### src/rtl/ddr_cmd_scheduler_pkg.sv
// rtl/ddr_cmd_scheduler_pkg.sv - shared command encoding, request record and DDR4 timing defaults
package ddr_cmd_scheduler_pkg;

  localparam int DDR_BG_WIDTH  = 2;
  localparam int DDR_BA_WIDTH  = 2;
  localparam int DDR_ROW_WIDTH = 15;
  localparam int DDR_COL_WIDTH = 10;

  localparam int DDR_T_RCD = 11;
  localparam int DDR_T_RP  = 11;
  localparam int DDR_T_RAS = 28;
  localparam int DDR_T_CCD = 4;
  localparam int DDR_T_RFC = 208;
  localparam int DDR_T_MOD = 24;
  localparam int DDR_CL    = 11;
  localparam int DDR_CWL   = 9;

  typedef enum logic [2:0] {
    CMD_DES   = 3'd0,
    CMD_ACT   = 3'd1,
    CMD_PRE   = 3'd2,
    CMD_CAS_R = 3'd3,
    CMD_CAS_W = 3'd4,
    CMD_REF   = 3'd5,
    CMD_MRS   = 3'd6,
    CMD_ZQCL  = 3'd7
  } cmd_e;

  typedef struct packed {
    cmd_e                     cmd;
    logic [DDR_BG_WIDTH-1:0]  bg;
    logic [DDR_BA_WIDTH-1:0]  ba;
    logic [DDR_ROW_WIDTH-1:0] row;
    logic [DDR_COL_WIDTH-1:0] col;
  } sched_req_t;

endpackage

### src/rtl/ddr_sched_fifo.sv
// rtl/ddr_sched_fifo.sv - synchronous request FIFO; full/empty from wrap-bit pointer compare
module ddr_sched_fifo
  import ddr_cmd_scheduler_pkg::*;
#(
  parameter int DEPTH = 4
) (
  input  logic       clock_t,
  input  logic       reset,
  input  logic       push,
  input  sched_req_t push_data,
  input  logic       pop,
  output sched_req_t pop_data,
  output logic       full,
  output logic       empty
);

  localparam int AW = $clog2(DEPTH);

  sched_req_t    mem [DEPTH];
  logic [AW:0]   wr_ptr;
  logic [AW:0]   rd_ptr;

  assign empty    = (wr_ptr == rd_ptr);
  assign full     = (wr_ptr[AW] != rd_ptr[AW]) && (wr_ptr[AW-1:0] == rd_ptr[AW-1:0]);
  assign pop_data = mem[rd_ptr[AW-1:0]];

  always_ff @(posedge clock_t) begin
    if (reset) begin
      wr_ptr <= '0;
      rd_ptr <= '0;
    end else begin
      if (push && !full) begin
        mem[wr_ptr[AW-1:0]] <= push_data;
        wr_ptr              <= wr_ptr + 1'b1;
      end
      if (pop && !empty) begin
        rd_ptr <= rd_ptr + 1'b1;
      end
    end
  end

endmodule

### src/rtl/ddr_cmd_scheduler.sv
// rtl/ddr_cmd_scheduler.sv - in-order DDR4 command scheduler with timing checks and burst strobes
module ddr_cmd_scheduler
  import ddr_cmd_scheduler_pkg::*;
#(
  parameter int BG_WIDTH   = DDR_BG_WIDTH,
  parameter int BA_WIDTH   = DDR_BA_WIDTH,
  parameter int ROW_WIDTH  = DDR_ROW_WIDTH,
  parameter int COL_WIDTH  = DDR_COL_WIDTH,
  parameter int FIFO_DEPTH = 4,
  parameter int T_RCD      = DDR_T_RCD,
  parameter int T_RP       = DDR_T_RP,
  parameter int T_RAS      = DDR_T_RAS,
  parameter int T_CCD      = DDR_T_CCD,
  parameter int T_RFC      = DDR_T_RFC,
  parameter int T_MOD      = DDR_T_MOD,
  parameter int CL         = DDR_CL,
  parameter int CWL        = DDR_CWL
) (
  input  logic                                 clock_t,
  input  logic                                 reset,
  input  logic                                 req_valid,
  output logic                                 req_ready,
  input  cmd_e                                 req_cmd,
  input  logic [BG_WIDTH-1:0]                  req_bg,
  input  logic [BA_WIDTH-1:0]                  req_ba,
  input  logic [ROW_WIDTH-1:0]                 req_row,
  input  logic [COL_WIDTH-1:0]                 req_col,
  output cmd_e                                 out_cmd,
  output logic [BG_WIDTH-1:0]                  out_bg,
  output logic [BA_WIDTH-1:0]                  out_ba,
  output logic [ROW_WIDTH-1:0]                 out_row,
  output logic [COL_WIDTH-1:0]                 out_col,
  output logic                                 rd_start,
  output logic                                 wr_start,
  output logic                                 err_illegal,
  output logic [(1<<(BG_WIDTH+BA_WIDTH))-1:0]  bank_open
);

  localparam int BW       = BG_WIDTH + BA_WIDTH;
  localparam int NBANK    = 1 << BW;
  localparam int GLOB_MAX = (T_RFC > T_MOD) ? T_RFC : T_MOD;
  localparam int RCD_W    = $clog2(T_RCD + 1);
  localparam int RAS_W    = $clog2(T_RAS + 1);
  localparam int RP_W     = $clog2(T_RP + 1);
  localparam int CCD_W    = $clog2(T_CCD + 1);
  localparam int GLOB_W   = $clog2(GLOB_MAX + 1);

  sched_req_t        push_req;
  sched_req_t        head;
  logic              fifo_full;
  logic              fifo_empty;
  logic              issue;
  logic              illegal;
  logic              skip;
  logic [BW-1:0]     b;
  logic              all_closed;

  logic [RCD_W-1:0]  trcd_cnt [NBANK];
  logic [RAS_W-1:0]  tras_cnt [NBANK];
  logic [RP_W-1:0]   trp_cnt  [NBANK];
  logic [CCD_W-1:0]  tccd_cnt;
  logic [GLOB_W-1:0] glob_cnt;
  logic [CL-1:0]     rd_pipe;
  logic [CWL-1:0]    wr_pipe;

  always_comb begin
    push_req     = '0;
    push_req.cmd = req_cmd;
    push_req.bg  = req_bg;
    push_req.ba  = req_ba;
    push_req.row = req_row;
    push_req.col = req_col;
  end

  assign req_ready = !fifo_full;

  ddr_sched_fifo #(.DEPTH(FIFO_DEPTH)) u_fifo (
    .clock_t   (clock_t),
    .reset     (reset),
    .push      (req_valid && !fifo_full),
    .push_data (push_req),
    .pop       (issue || illegal || skip),
    .pop_data  (head),
    .full      (fifo_full),
    .empty     (fifo_empty)
  );

  assign b          = {head.bg, head.ba};
  assign all_closed = (bank_open == '0);

  // A head that is not yet timing-legal simply waits; only structural errors are dropped.
  always_comb begin
    issue   = 1'b0;
    illegal = 1'b0;
    skip    = 1'b0;
    if (!fifo_empty) begin
      case (head.cmd)
        CMD_ACT: begin
          if (bank_open[b])                              illegal = 1'b1;
          else if (trp_cnt[b] == '0 && glob_cnt == '0)   issue   = 1'b1;
        end
        CMD_CAS_R, CMD_CAS_W: begin
          if (!bank_open[b])                             illegal = 1'b1;
          else if (trcd_cnt[b] == '0 && tccd_cnt == '0)  issue   = 1'b1;
        end
        CMD_PRE:  issue = !bank_open[b] || (tras_cnt[b] == '0);
        CMD_REF, CMD_MRS, CMD_ZQCL: issue = all_closed && (glob_cnt == '0);
        default:  skip = 1'b1;
      endcase
    end
  end

  always_ff @(posedge clock_t) begin
    if (reset) begin
      out_cmd     <= CMD_DES;
      out_bg      <= '0;
      out_ba      <= '0;
      out_row     <= '0;
      out_col     <= '0;
      err_illegal <= 1'b0;
      bank_open   <= '0;
      tccd_cnt    <= '0;
      glob_cnt    <= '0;
      rd_pipe     <= '0;
      wr_pipe     <= '0;
      for (int i = 0; i < NBANK; i++) begin
        trcd_cnt[i] <= '0;
        tras_cnt[i] <= '0;
        trp_cnt[i]  <= '0;
      end
    end else begin
      for (int i = 0; i < NBANK; i++) begin
        if (trcd_cnt[i] != '0) trcd_cnt[i] <= trcd_cnt[i] - 1'b1;
        if (tras_cnt[i] != '0) tras_cnt[i] <= tras_cnt[i] - 1'b1;
        if (trp_cnt[i]  != '0) trp_cnt[i]  <= trp_cnt[i]  - 1'b1;
      end
      if (tccd_cnt != '0) tccd_cnt <= tccd_cnt - 1'b1;
      if (glob_cnt != '0) glob_cnt <= glob_cnt - 1'b1;

      out_cmd     <= issue ? head.cmd : CMD_DES;
      out_bg      <= issue ? head.bg  : '0;
      out_ba      <= issue ? head.ba  : '0;
      out_row     <= issue ? head.row : '0;
      out_col     <= issue ? head.col : '0;
      err_illegal <= illegal;

      // Strobe lines tap the registered command so the pulse lands CL/CWL after out_cmd.
      rd_pipe <= {rd_pipe[CL-2:0],  out_cmd == CMD_CAS_R};
      wr_pipe <= {wr_pipe[CWL-2:0], out_cmd == CMD_CAS_W};

      if (issue) begin
        case (head.cmd)
          CMD_ACT: begin
            trcd_cnt[b]  <= RCD_W'(T_RCD - 1);
            tras_cnt[b]  <= RAS_W'(T_RAS - 1);
            bank_open[b] <= 1'b1;
          end
          CMD_CAS_R, CMD_CAS_W: tccd_cnt <= CCD_W'(T_CCD - 1);
          CMD_PRE: begin
            if (bank_open[b]) begin
              trp_cnt[b]   <= RP_W'(T_RP - 1);
              bank_open[b] <= 1'b0;
            end
          end
          CMD_REF:           glob_cnt <= GLOB_W'(T_RFC - 1);
          CMD_MRS, CMD_ZQCL: glob_cnt <= GLOB_W'(T_MOD - 1);
          default: ;
        endcase
      end
    end
  end

  assign rd_start = rd_pipe[CL-1];
  assign wr_start = wr_pipe[CWL-1];

endmodule

### config.mk
export PLATFORM = sky130hd
export DESIGN_NAME = ddr_cmd_scheduler
export DESIGN_NICKNAME = d
export VERILOG_FILES = /design/src/rtl/ddr_cmd_scheduler_pkg.sv /design/src/rtl/ddr_sched_fifo.sv /design/src/rtl/ddr_cmd_scheduler.sv
export SDC_FILE = /design/constraint.sdc
export NUM_CORES = 1
export LEC_CHECK = 0
export CORE_MARGIN = 2
export CORE_UTILIZATION = 55
export DETAILED_ROUTE_END_ITERATION = 8
export HOLD_SLACK_MARGIN = 0.06
export PLACE_DENSITY = 0.77
export SETUP_SLACK_MARGIN = 0.5
export SYNTH_ARGS = -nofsm -noshare
export SYNTH_HDL_FRONTEND = slang
export SYNTH_SLANG_ARGS = --single-unit
### constraint.sdc
create_clock -name clock_t -period 3.45 [get_ports clock_t]
set_input_delay 0.5175 -clock clock_t [delete_from_list [all_inputs] [get_ports clock_t]]
set_output_delay 0.5175 -clock clock_t [all_outputs]
set_load 0.03 [all_outputs]
==> qor.txt <==
Status -> finished with violations
Violated checks -> setup timing
Startpoint types -> register
Worst R2R Start -> u_fifo.mem[2][25]
Seq/Total Area, Yosys -> 0.491
Net Count, Synth -> 2015
HPWL after DPL -> 31400 um
PwrDens -> 955 nW/um^2
Post-synth top area share -> 0.298
# diodes -> 0
Ys flop type -> dfxtp_1
Layout fillers -> 2431
Clk sink count -> 424
Final instance area -> 24700 um^2
CTS Buf Count -> 45
Largest net degree at the start of global routing -> 223
Clock slew at reported path FFs -> 0.07 ns
Multi-input gate area -> 9950 um^2
First-pass GRT wire length -> 78000 um
Total core area -> 35600 um^2
Initial antenna violation count -> 0
Die H -> 194 um
Final Max Slew Viols -> 0
Fmax -> 286 MHz
Syn Std Cell Area -> 19900 um^2
Placed cell area -> 21500 um^2
Asr flop ratio synth -> 0
Final hold violation count -> 0
Slew @ Worst Pin -> 1.12 ns
Number of enable flip-flop cells after synthesis -> 128
Starting Density -> 0.559
Overall Global Routing Usage -> 0.254
DRT iter0 DRCs -> 1342
Number of H-tree levels -> 2
Type of the most critical hold path -> input pin to register
Final period util -> 1.02
Layout cells sized above 1 -> 0.221
WL final -> 53300 um
Yosys top cell by area -> dfxtp_1
Hold-fix buffers, CTS -> 0
Combinational share of power -> 0.485
DR vias/cell -> 6.21
Final nets -> 2178
Switching share of power -> 0.388
Die area -> 37700 um^2
FF/Latch Area -> 9770 um^2
Synth area leaders -> dfxtp_1 (30%), edfxtp_1 (19%), ha_1 (3.9%)
Tmin final -> 3.50 ns
Instance count of the mapped netlist -> 1918
Final RePlAce weighted congestion -> 0.924
Hold Crit Depth -> 2
Most frequent cell after synthesis -> dfxtp_1
Syn Area/Cell -> 10.4 um^2
Crit. End Element -> register
Arr. time, crit path -> 3.98 ns
Most frequent cells after synthesis -> dfxtp_1 (296), nor2_1 (144), edfxtp_1 (128)
Setup violators final -> 18
Clock power share -> 0.200
Vias in the first global route -> 15300
Vias post-DR -> 16000
Grt ovf -> 0
WL per Instance -> 20.7 um
Max-Cap Viols -> 0
Port bufs -> 86
Area Overhead vs Synth -> 24.1%
1st-pass router iterations -> 7
Slew headroom -> 0.250
Static leakage -> 9.28 nW
DRC Markers -> 0
VDD IR max -> 676 uV
R2R cell count -> 13
Library cells used by synthesis -> 73
Worst setup margin -> -0.0519 ns
DP Worst Slack -> -0.145 ns
RSZ-0062 raised after global routing -> true
Sequential power share -> 0.315
Critical-path maximum fanout -> 31
Crit path launch -> u_fifo.mem[2][25]
Kind of critical path -> register to register
Root buf cell -> clkbuf_16
WP data required -> 3.93 ns
Sw power -> 9.16 mW
Setup Skew -> 0.0373 ns
Synthesized flop and latch total -> 424
Antenna-violating nets left -> 0
Row cnt -> 69
CTS tree -> done
Worst Hold Launch -> reset
Yosys warns -> 0
Fin Setup TNS -> -0.258 ns
Skew-Pair Late Insertion Delay -> 0.58 ns
Die W -> 194 um
Buffer depth of the longest clock path -> 3
Io pins -> 87
Cell-internal power -> 14.4 mW
==> final timing paths <==
check,endpoint,slack [ns]
worst min-delay path,u_fifo.wr_ptr[2],0.40
worst min register to register,wr_pipe[5],0.43
worst max register to register,glob_cnt[0],-0.05
worst max-delay path,glob_cnt[0],-0.05
==> layer usage <==
layer	part of all wire	global-route usage	routed length, um	vias to the layer above
li1	-	-	-	7320
met1	0.39	0.304	20600	7761
met2	0.50	0.439	26500	712
met3	0.072	0.0517	3810	186
met4	0.045	0.118	2410	0
met5	0	0	0	-
==> power by group through the flow <==
stage | clock (mW) | sequential [mW] | combinational (mW)
final | 4.71 | 7.42 | 11.4
after global routing | 4.96 | 7.57 | 12.3
after CTS | 4.75 | 7.34 | 10.4
after detailed placement | 0 | 7.40 | 9.23
after global placement | 0 | 7.34 | 8.88
after floorplan | 0 | 7.30 | 6.95
==> worst max-delay path: stages (launching register included) <==
cell	delay [ns]
edfxtp_1	0.41
mux4_2	0.62
buf_12	0.21
mux2i_1	0.39
o22a_1	0.25
o221ai_1	0.12
o21ai_1	0.26
a21o_1	0.23
buf_6	0.12
buf_6	0.11
o21ai_4	0.07
buf_12	0.21
buf_12	0.17
o22ai_1	0.21
==> sequential cells by signal, summed over array words and instances (netlist names), named ones only <==
register       flops
out_row           15
u_fifo.mem       128
out_bg             2
wr_pipe            9
tras_cnt          80
out_col           10
trp_cnt           64
glob_cnt           8
tccd_cnt           3
u_fifo.wr_ptr      3
trcd_cnt          64
rd_pipe           11
out_cmd            3
err_illegal        1
u_fifo.rd_ptr      3
out_ba             2
==> kinds of logic (layout without fill, tap and decap cells) <==
family	after synthesis	in the layout	share of synthesized area
fa+ha+maj	62	62	0.0390
simple gates	620	620	0.164
flops	424	424	0.491
xor+xnor	58	58	0.0255
buf+inv	215	411	0.0471
compound gates	432	432	0.157
mux	107	107	0.0761
==> placed cells by master (no fill, tap or decap), types with 56 or more instances in the layout <==
master	instances
dfxtp_1	294
nor2_1	142
edfxtp_1	128
inv_1	122
nand2_1	87
clkdlybuf4s50_1	85
a21oi_1	80
buf_4	65
nor3_1	64
nor2b_1	63
ha_1	62
clkbuf_16	56
==> cell type report <==
type	count	share of cell area
timing repair buffer	209	0.100
inverter	122	0.0186
multi-input combinational	1279	0.403
clock inverter	18	0.00695
sequential	424	0.396
tap	461	0.0234
clock buffer	62	0.0516
==> timing repair <==
action | in CTS | in global routing
buffers inserted | 30 | 1
cloned | 9 | 13
pin swaps | 17 | 13
resized for setup | 119 | 130
endpoints found under the setup margin | 270 | 271
==> through the flow <==
step	total power, mW	cells	utilization	hold WS, ns
after floorplan	14.3	1918	-	0.414
after global placement	16.2	2442	0.605	0.416
after detailed placement	16.6	2442	0.605	0.420
after CTS	22.5	2561	0.674	0.372
after global routing	24.9	2575	0.694	0.396
final	23.6	2575	0.694	0.401
Note: power is estimated with default switching activity, not from simulation.
